**src/rtl/stopwatch_ctrl.sv**
```systemverilog
// Stopwatch sequencer: debounces the start/stop, lap and clear buttons,
// runs the IDLE/RUN/PAUSE/LAP state machine, and drives the BCD counter
// with enable, a prescaled count tick, a clear pulse and a display hold.
module stopwatch_ctrl #(
   parameter int TICK_DIV   = 500000,
   parameter int DEB_CYCLES = 250000
) (
   input  logic       clk,
   input  logic       rst,
   input  logic       en,
   input  logic       btn_ss,
   input  logic       btn_lap,
   input  logic       btn_clr,
   output logic       cnt_enable,
   output logic       cnt_tick,
   output logic       cnt_clear,
   output logic       disp_hold,
   output logic [1:0] state
);

   typedef enum logic [1:0] {
      IDLE  = 2'b00,
      RUN   = 2'b01,
      PAUSE = 2'b10,
      LAP   = 2'b11
   } state_t;

   localparam int PW = $clog2(TICK_DIV);
   localparam int DW = (DEB_CYCLES > 1) ? $clog2(DEB_CYCLES) : 1;
   localparam logic [PW-1:0] PRE_LAST = PW'(TICK_DIV - 1);
   localparam logic [DW-1:0] DEB_LAST = DW'(DEB_CYCLES - 1);

   // Button vectors are ordered {clr, lap, ss}.
   logic [2:0]    btn_raw;
   logic [2:0]    sync1_p0;
   logic [2:0]    sync2_p0;
   logic [DW-1:0] deb_cnt [3];
   logic [2:0]    db;
   logic [2:0]    db_d;
   logic [2:0]    press;
   logic [2:0]    press_p1;
   logic          ev_ss_p2;
   logic          ev_lap_p2;
   logic          ev_clr_p2;
   state_t        st;
   logic [PW-1:0] pre_cnt;

   assign btn_raw = {btn_clr, btn_lap, btn_ss};

   // Two-flop synchronizer for the asynchronous button inputs.
   always_ff @(posedge clk) begin
      if (rst) begin
         sync1_p0 <= '0;
         sync2_p0 <= '0;
      end else begin
         sync1_p0 <= btn_raw;
         sync2_p0 <= sync1_p0;
      end
   end

   // Debounce: accept a new level only after DEB_CYCLES consecutive differing samples.
   always_ff @(posedge clk) begin
      if (rst) begin
         for (int i = 0; i < 3; i++) deb_cnt[i] <= '0;
         db   <= '0;
         db_d <= '0;
      end else begin
         db_d <= db;
         for (int i = 0; i < 3; i++) begin
            if (sync2_p0[i] == db[i]) begin
               deb_cnt[i] <= '0;
            end else if (deb_cnt[i] == DEB_LAST) begin
               db[i]      <= sync2_p0[i];
               deb_cnt[i] <= '0;
            end else begin
               deb_cnt[i] <= deb_cnt[i] + DW'(1);
            end
         end
      end
   end

   // Rising edge of the debounced level; releases give nothing.
   assign press = db & ~db_d;

   // Register press pulses, then gate with en and resolve priority clr > ss > lap.
   always_ff @(posedge clk) begin
      if (rst) begin
         press_p1  <= '0;
         ev_clr_p2 <= 1'b0;
         ev_ss_p2  <= 1'b0;
         ev_lap_p2 <= 1'b0;
      end else begin
         // stage p1: press pulse
         press_p1  <= press;
         // stage p2: gated, prioritised event
         ev_clr_p2 <= en & press_p1[2];
         ev_ss_p2  <= en & press_p1[0] & ~press_p1[2];
         ev_lap_p2 <= en & press_p1[1] & ~press_p1[0] & ~press_p1[2];
      end
   end

   // Main state machine; cnt_clear is a one-cycle registered pulse on a taken clear.
   always_ff @(posedge clk) begin
      if (rst) begin
         st        <= IDLE;
         cnt_clear <= 1'b0;
      end else begin
         cnt_clear <= 1'b0;
         case (st)
            IDLE: begin
               if (ev_clr_p2)     cnt_clear <= 1'b1;
               else if (ev_ss_p2) st <= RUN;
            end
            RUN: begin
               if (ev_ss_p2)       st <= PAUSE;
               else if (ev_lap_p2) st <= LAP;
            end
            LAP: begin
               if (ev_ss_p2)       st <= PAUSE;
               else if (ev_lap_p2) st <= RUN;
            end
            PAUSE: begin
               if (ev_clr_p2) begin
                  st        <= IDLE;
                  cnt_clear <= 1'b1;
               end else if (ev_ss_p2) begin
                  st <= RUN;
               end
            end
            default: st <= IDLE;
         endcase
      end
   end

   // Tick prescaler: runs while enabled, holds in PAUSE, zeroed in IDLE or on clear.
   // A wrap on the edge that leaves RUN/LAP (ss taken) issues no tick.
   always_ff @(posedge clk) begin
      if (rst) begin
         pre_cnt  <= '0;
         cnt_tick <= 1'b0;
      end else begin
         cnt_tick <= 1'b0;
         if (st == IDLE || cnt_clear) begin
            pre_cnt <= '0;
         end else if (cnt_enable) begin
            if (pre_cnt == PRE_LAST) begin
               pre_cnt  <= '0;
               cnt_tick <= ~ev_ss_p2;
            end else begin
               pre_cnt <= pre_cnt + PW'(1);
            end
         end
      end
   end

   assign cnt_enable = st[0];
   assign disp_hold  = (st == LAP);
   assign state      = st;

endmodule
```
**config.mk**
```make
export PLATFORM = sky130hd
export DESIGN_NAME = stopwatch_ctrl
export DESIGN_NICKNAME = d
export VERILOG_FILES = /design/src/rtl/stopwatch_ctrl.sv
export SDC_FILE = /design/constraint.sdc
export NUM_CORES = 1
export LEC_CHECK = 0
export CAP_MARGIN = 20
export CORE_UTILIZATION = 25
export DETAILED_ROUTE_END_ITERATION = 8
export GPL_ROUTABILITY_DRIVEN = 0
export PLACE_DENSITY_LB_ADDON = 0.08
export SETUP_SLACK_MARGIN = 0.2
export SYNTH_ARGS = -nofsm -noshare
export SYNTH_HDL_FRONTEND = slang
export SYNTH_SLANG_ARGS = --single-unit
export TNS_END_PERCENT = 5
```
**constraint.sdc**
```tcl
create_clock -name clk -period 3.7 [get_ports clk]
set_input_delay 0.74 -clock clk [delete_from_list [all_inputs] [get_ports clk]]
set_output_delay 0.74 -clock clk [all_outputs]
set_load 0.1 [all_outputs]
```
==> results of run 1 <==
## worst max-delay path by stage
stage	end	slack, ps	depth (start not counted)
2_1_floorplan	disp_hold	800	2
3_3_place_gp	deb_cnt[2][6]	1240	5
3_5_place_dp	deb_cnt[2][10]	1180	5
4_1_cts	state[1]	1030	1
5_1_grt	state[1]	940	1
6_report	state[1]	1060	1
## layout by cell type (no fill, tap or decap), types with 3 or more instances in the layout
master / n
conb_1: 54
or4_1: 9
and4_1: 8
xnor2_1: 27
nor4b_1: 5
a21oi_1: 27
nand4_1: 18
dfxtp_1: 41
nor3_1: 12
ha_1: 4
xor2_1: 20
nand3_1: 27
and2_1: 3
clkdlybuf4s50_1: 8
and3_1: 7
clkbuf_16: 10
or3_1: 16
nor2b_1: 14
nand2_1: 23
buf_4: 6
nor2_1: 60
edfxtp_1: 54
o21ai_0: 16
inv_1: 12
nor4_1: 9
o31ai_1: 8
## power breakdown
group | switching (mW) | leakage, nW | total (mW) | internal, mW
combinational | 0.0397 | 0.704 | 0.0688 | 0.0291
sequential | 0.0310 | 0.888 | 1.17 | 1.14
clock | 0.424 | 0.146 | 0.926 | 0.502
total | 0.495 | 1.74 | 2.17 | 1.67
## cell type report
cell class,count,area (sq um),area share
repair buffers,14,125,0.0231
flip-flops and latches,95,2440,0.451
inverters,12,45.0,0.00831
well taps,229,287,0.0529
clock buffers,11,254,0.0469
clock inverters,5,35.0,0.00647
multi-input cells,388,2230,0.412
## synthesized netlist by cell type (all sizes together)
master,instances,area share
nand3,27,0.030
or4,10,0.017
nor2,60,0.049
xnor2,27,0.052
nand2b,2,0.0027
a21oi,27,0.030
o41ai,2,0.0038
xor2,20,0.038
and2,3,0.0041
nand4,18,0.025
buf,4,0.0066
nor4,9,0.012
a21o,1,0.0016
or4b,2,0.0044
mux2i,1,0.0022
conb,1,0.00082
or3b,1,0.0019
nor2b,14,0.019
nor3,12,0.013
and3,8,0.011
o21ai,20,0.026
and4,8,0.015
o31ai,8,0.013
inv,12,0.0098
nor4b,5,0.0096
or3,17,0.024
nor3b,2,0.0033
clkbuf,8,0.0066
ha,4,0.011
nand2,23,0.019
edfxtp,54,0.35
nand4b,2,0.0038
dfxtp,41,0.18
or2,1,0.0014
## through the flow
stage	power (mW)	setup slack [ps]	instances	hold slack (ps)
2_1_floorplan	1.24	805	507	367
3_3_place_gp	1.27	1240	738	373
3_5_place_dp	1.27	1180	738	372
4_1_cts	2.22	1030	754	383
5_1_grt	2.28	942	754	406
6_report	2.17	1060	754	384
## registers in the layout, summed over array words and instances, names as in the netlist, 2 cells and up
signal    count
db            3
db_d          3
deb_cnt      54
pre_cnt      19
press_p1      3
state         2
sync1_p0      3
sync2_p0      3
## routing by layer
| metal | up-vias | part of all wire |
|---|---|---|
| met5 | - | 0 |
| met4 | 0 | 0.013 |
| met3 | 9 | 0.025 |
| met2 | 25 | 0.48 |
| met1 | 1595 | 0.48 |
| li1 | 1739 | - |
## cell families (layout without fill, tap and decap cells)
logic type | after synthesis | after routing | synth area share
AND/OR/NAND/NOR | 224 | 224 | 0.266
flip-flops | 95 | 95 | 0.533
AO/OA/AOI/OAI | 58 | 58 | 0.0740
XOR/XNOR | 47 | 47 | 0.0899
buffers and inverters | 24 | 42 | 0.0229
adder cells (fa/ha/maj) | 4 | 4 | 0.0109
other | 1 | 54 | 0.000819
multiplexers | 1 | 1 | 0.00219
==> run metrics, run 1 <==
status=completed; Skew-Pair Late Insertion Delay=350 ps; initial antenna violation count=0; initial core utilization=0.255; IO buf count=11; first-pass GRT wire length=16.1 mm; design area=0.00542 sq mm; RR Endpoint=deb_cnt[2][9]; Reg2Reg Depth=5; worst-case clock buffer depth=2; Setup Viol. Count Final=0; average size of a mapped cell=10.1 sq um; worst path buffer plus inverter count=1; CP max stage delay=between 1000 and 1500 ps; Worst Path Max Fanout=5; met3 GRT Util=0.0320; required time worst endpoint=~3000 ps; hold endpoint=press_p1[1]; CP startpoint=state[1]; cells after synthesis=454; Slew HR=0.356; Hold Fails Final Rpt=0; Distinct cells, synth=42; worst hold path type=flip-flop to flip-flop; vias in the first global route=~3300; most used routing layer=met2; GRT overflow=0; Post-DRT Antenna Nets=0; WP data arrival=roughly 1900 ps; fill count=around 1900; worst r2r src=deb_cnt[2][0]; Antenna Cells=0; Peak supply drop=about 0.22 mV; dpl hpwl=6.38 mm; IO Pins=12; register bit total from synthesis=95; Nets=between 500 and 600; Top delay family on crit path=buffers and inverters; Yosys warnings=0; via count=~3400; RSZ-0062 raised after global routing=false; average wire per standard cell=12.1 um; setup TNS=0 ps; crit path max-delay cell type=clkdlybuf4s50_1; met2 GRT Util=0.178; Post-DP Area=between 0.005 and 0.006 sq mm; Die Y=137 um; CTS sink cnt=95; DRC Markers=0; actual slew at the worst max-slew pin=964 ps; Final Util=0.302; fmax=approximately 380 MHz; Hold-fix buffers, CTS=0; Worst-path clk slew=about 70 ps; fraction of layout cells with a size suffix above 1=0.0571; vias per cell=~4.5; Setup CP Type=flip-flop to output port; power per cell area=~400 mW/mm^2; final WL=about 9.1 mm; hold_sp=db_d[1]; die area=roughly 0.019 sq mm; Setup Skew=~6.4 ps; DRT iter0 DRCs=147; Setup crit start kind=flip-flop; Synth Cell Area=0.00458 sq mm; max-cap violation count=0; total track usage=0.110; total CTS buffers=9; fin crit period=around 2600 ps; TritonCTS clock tree=yes; flop-to-flop setup slack=1240 ps; row count=49; hold path depth=1; H-tree Lvls=3; crit-path cells=clkdlybuf4s50_1; final cycle utilization of the critical path=0.713; Post-CTS Setup Bufs=0; leakage=1.74 nW; met1 GRT Util=0.137; largest net degree at the start of global routing=20; cts repair resizes=0; Core Footprint=between 0.015 and 0.02 sq mm; CTS Root Cell=clkbuf_16; Die X=about 140 um; critical path capture point type=output port; post-synthesis sequential area ratio=0.533; first-pass detailed-route iteration total=4; synthesis-to-layout area growth=18.3%; Max Slew Vio Count=0
Note: power is estimated with default switching activity, not from simulation.
==> run 2, diff against run 1 <==
==> constraint.sdc (replaced) <==
create_clock -name clk -period 2.3 [get_ports clk]
set_input_delay 0.46 -clock clk [delete_from_list [all_inputs] [get_ports clk]]
set_output_delay 0.46 -clock clk [all_outputs]
set_load 0.1 [all_outputs]
==> run metrics, run 2 (synthesized netlist as in run 1, its figures left out) <==
setup TNS=0 ps; row count=49; Sequential Power Share=0.557; first-pass detailed-route iteration total=4; largest net degree at the start of global routing=20; Die Y=137 um; Skew-Pair Late Insertion Delay=between 300 and 400 ps; DRT iter0 DRCs=approximately 170; TritonCTS clock tree=yes; IO buf count=11; Gate power share=0.033; commonest non-fill, non-tap cell in the layout=nor2_1; final cycle utilization of the critical path=0.871; H-tree Lvls=3; leakage=between 1.5 and 2 nW; commonest cells after routing, fill and taps aside=60 x nor2_1, 54 x edfxtp_1, 54 x conb_1; fill count=around 1900; Setup Viol. Count Final=0; Hold Fails Final Rpt=0; Die X=approximately 140 um; Worst-path clk slew=~70 ps; cts repair resizes=0; critical path capture point type=flip-flop; Post-CTS Setup Bufs=0; status=completed; initial antenna violation count=0; Largest register FFs=54; average wire per standard cell=between 10 and 15 um; P_int=around 2.6 mW; dpl hpwl=approximately 6.2 mm; Slew HR=0.640; WP data arrival=approximately 2100 ps; Most flops, register=deb_cnt; Setup crit start kind=flip-flop; GRT overflow=0; switching power total=just under 800 uW; RSZ-0062 raised after global routing=false; Clock power frac=0.410; DRC Markers=0; synthesis-to-layout area growth=19.4%; Hold-fix buffers, CTS=0; first-pass GRT wire length=approximately 16 mm; total CTS buffers=9; total track usage=0.107; max-cap violation count=0; fmax=around 500 MHz; Setup CP Type=flip-flop to flip-flop; initial core utilization=0.255; Switching Fraction=0.228; final WL=8.90 mm; IO Pins=12; Setup Skew=6.92 ps; biggest registers after layout=deb_cnt: 54 flops, pre_cnt: 19 flops; Peak supply drop=0.422 mV; worst hold path type=flip-flop to flip-flop; die area=roughly 0.019 sq mm; vias per cell=between 4 and 5; actual slew at the worst max-slew pin=~540 ps; required time worst endpoint=~2400 ps; via count=between 3000 and 4000; Core Footprint=0.0180 sq mm; Post-DRT Antenna Nets=0; CTS Root Cell=clkbuf_16; Max Slew Vio Count=0; vias in the first global route=~3200; power per cell area=just over 600 mW/mm^2; fin crit period=~2000 ps; Worst Path Max Fanout=18; Power Total=~3.4 mW; worst-case clock buffer depth=2; Antenna Cells=0; fraction of layout cells with a size suffix above 1=0.0807; Nets=roughly 540; CTS sink cnt=95
-- run 2: path summary, 6_finish.rpt --
path	startpoint	endpoint	slack, ps	cells past startpoint
worst max-delay path	deb_cnt[1][4]	deb_cnt[1][9]	300	5
worst min-delay path	db_d[1]	press_p1[1]	380	1
worst max register to register	deb_cnt[1][4]	deb_cnt[1][9]	300	5
worst min register to register	db_d[1]	press_p1[1]	380	1
-- run 2: per-stage QoR --
step	cells	cell area, sq um	util	hold WS [ps]	setup slack [ps]
6_report	762	5470	0.304	379	298
5_1_grt	762	5470	0.304	401	212
4_1_cts	762	5460	0.304	386	278
3_5_place_dp	746	5200	0.289	373	279
3_3_place_gp	746	5200	0.289	372	312
2_1_floorplan	507	4780	-	367	253
-- run 2: per-layer routing --
| layer | part of all wire | global-route usage |
|---|---|---|
| met5 | 0 | 0 |
| met4 | 0.020 | 0.0495 |
| met3 | 0.022 | 0.0210 |
| met2 | 0.43 | 0.158 |
| met1 | 0.53 | 0.148 |
-- run 2: cell type report --
type | count | area (sq um) | area share
repair buffers | 22 | 190 | 0.0348
flip-flops and latches | 95 | 2440 | 0.447
clock inverters | 6 | 35.0 | 0.00641
multi-input cells | 388 | 2240 | 0.410
inverters | 12 | 45.0 | 0.00824
well taps | 229 | 287 | 0.0524
clock buffers | 10 | 229 | 0.0419
-- run 2: power groups by stage --
| stage | registers [mW] | clock network [mW] | logic, mW |
|---|---|---|---|
| 2_1_floorplan | 1.91 | 0 | 0.0847 |
| 3_3_place_gp | 1.93 | 0 | 0.112 |
| 3_5_place_dp | 1.93 | 0 | 0.111 |
| 4_1_cts | 1.89 | 1.46 | 0.112 |
| 5_1_grt | 1.90 | 1.55 | 0.132 |
| 6_report | 1.89 | 1.39 | 0.112 |
-- run 2: critical path: stages, from the launching register on --
cell	delay, ps
edfxtp_1	450
or4_1	540
or3_4	400
o21ai_4	150
buf_12	160
nor2_1	50
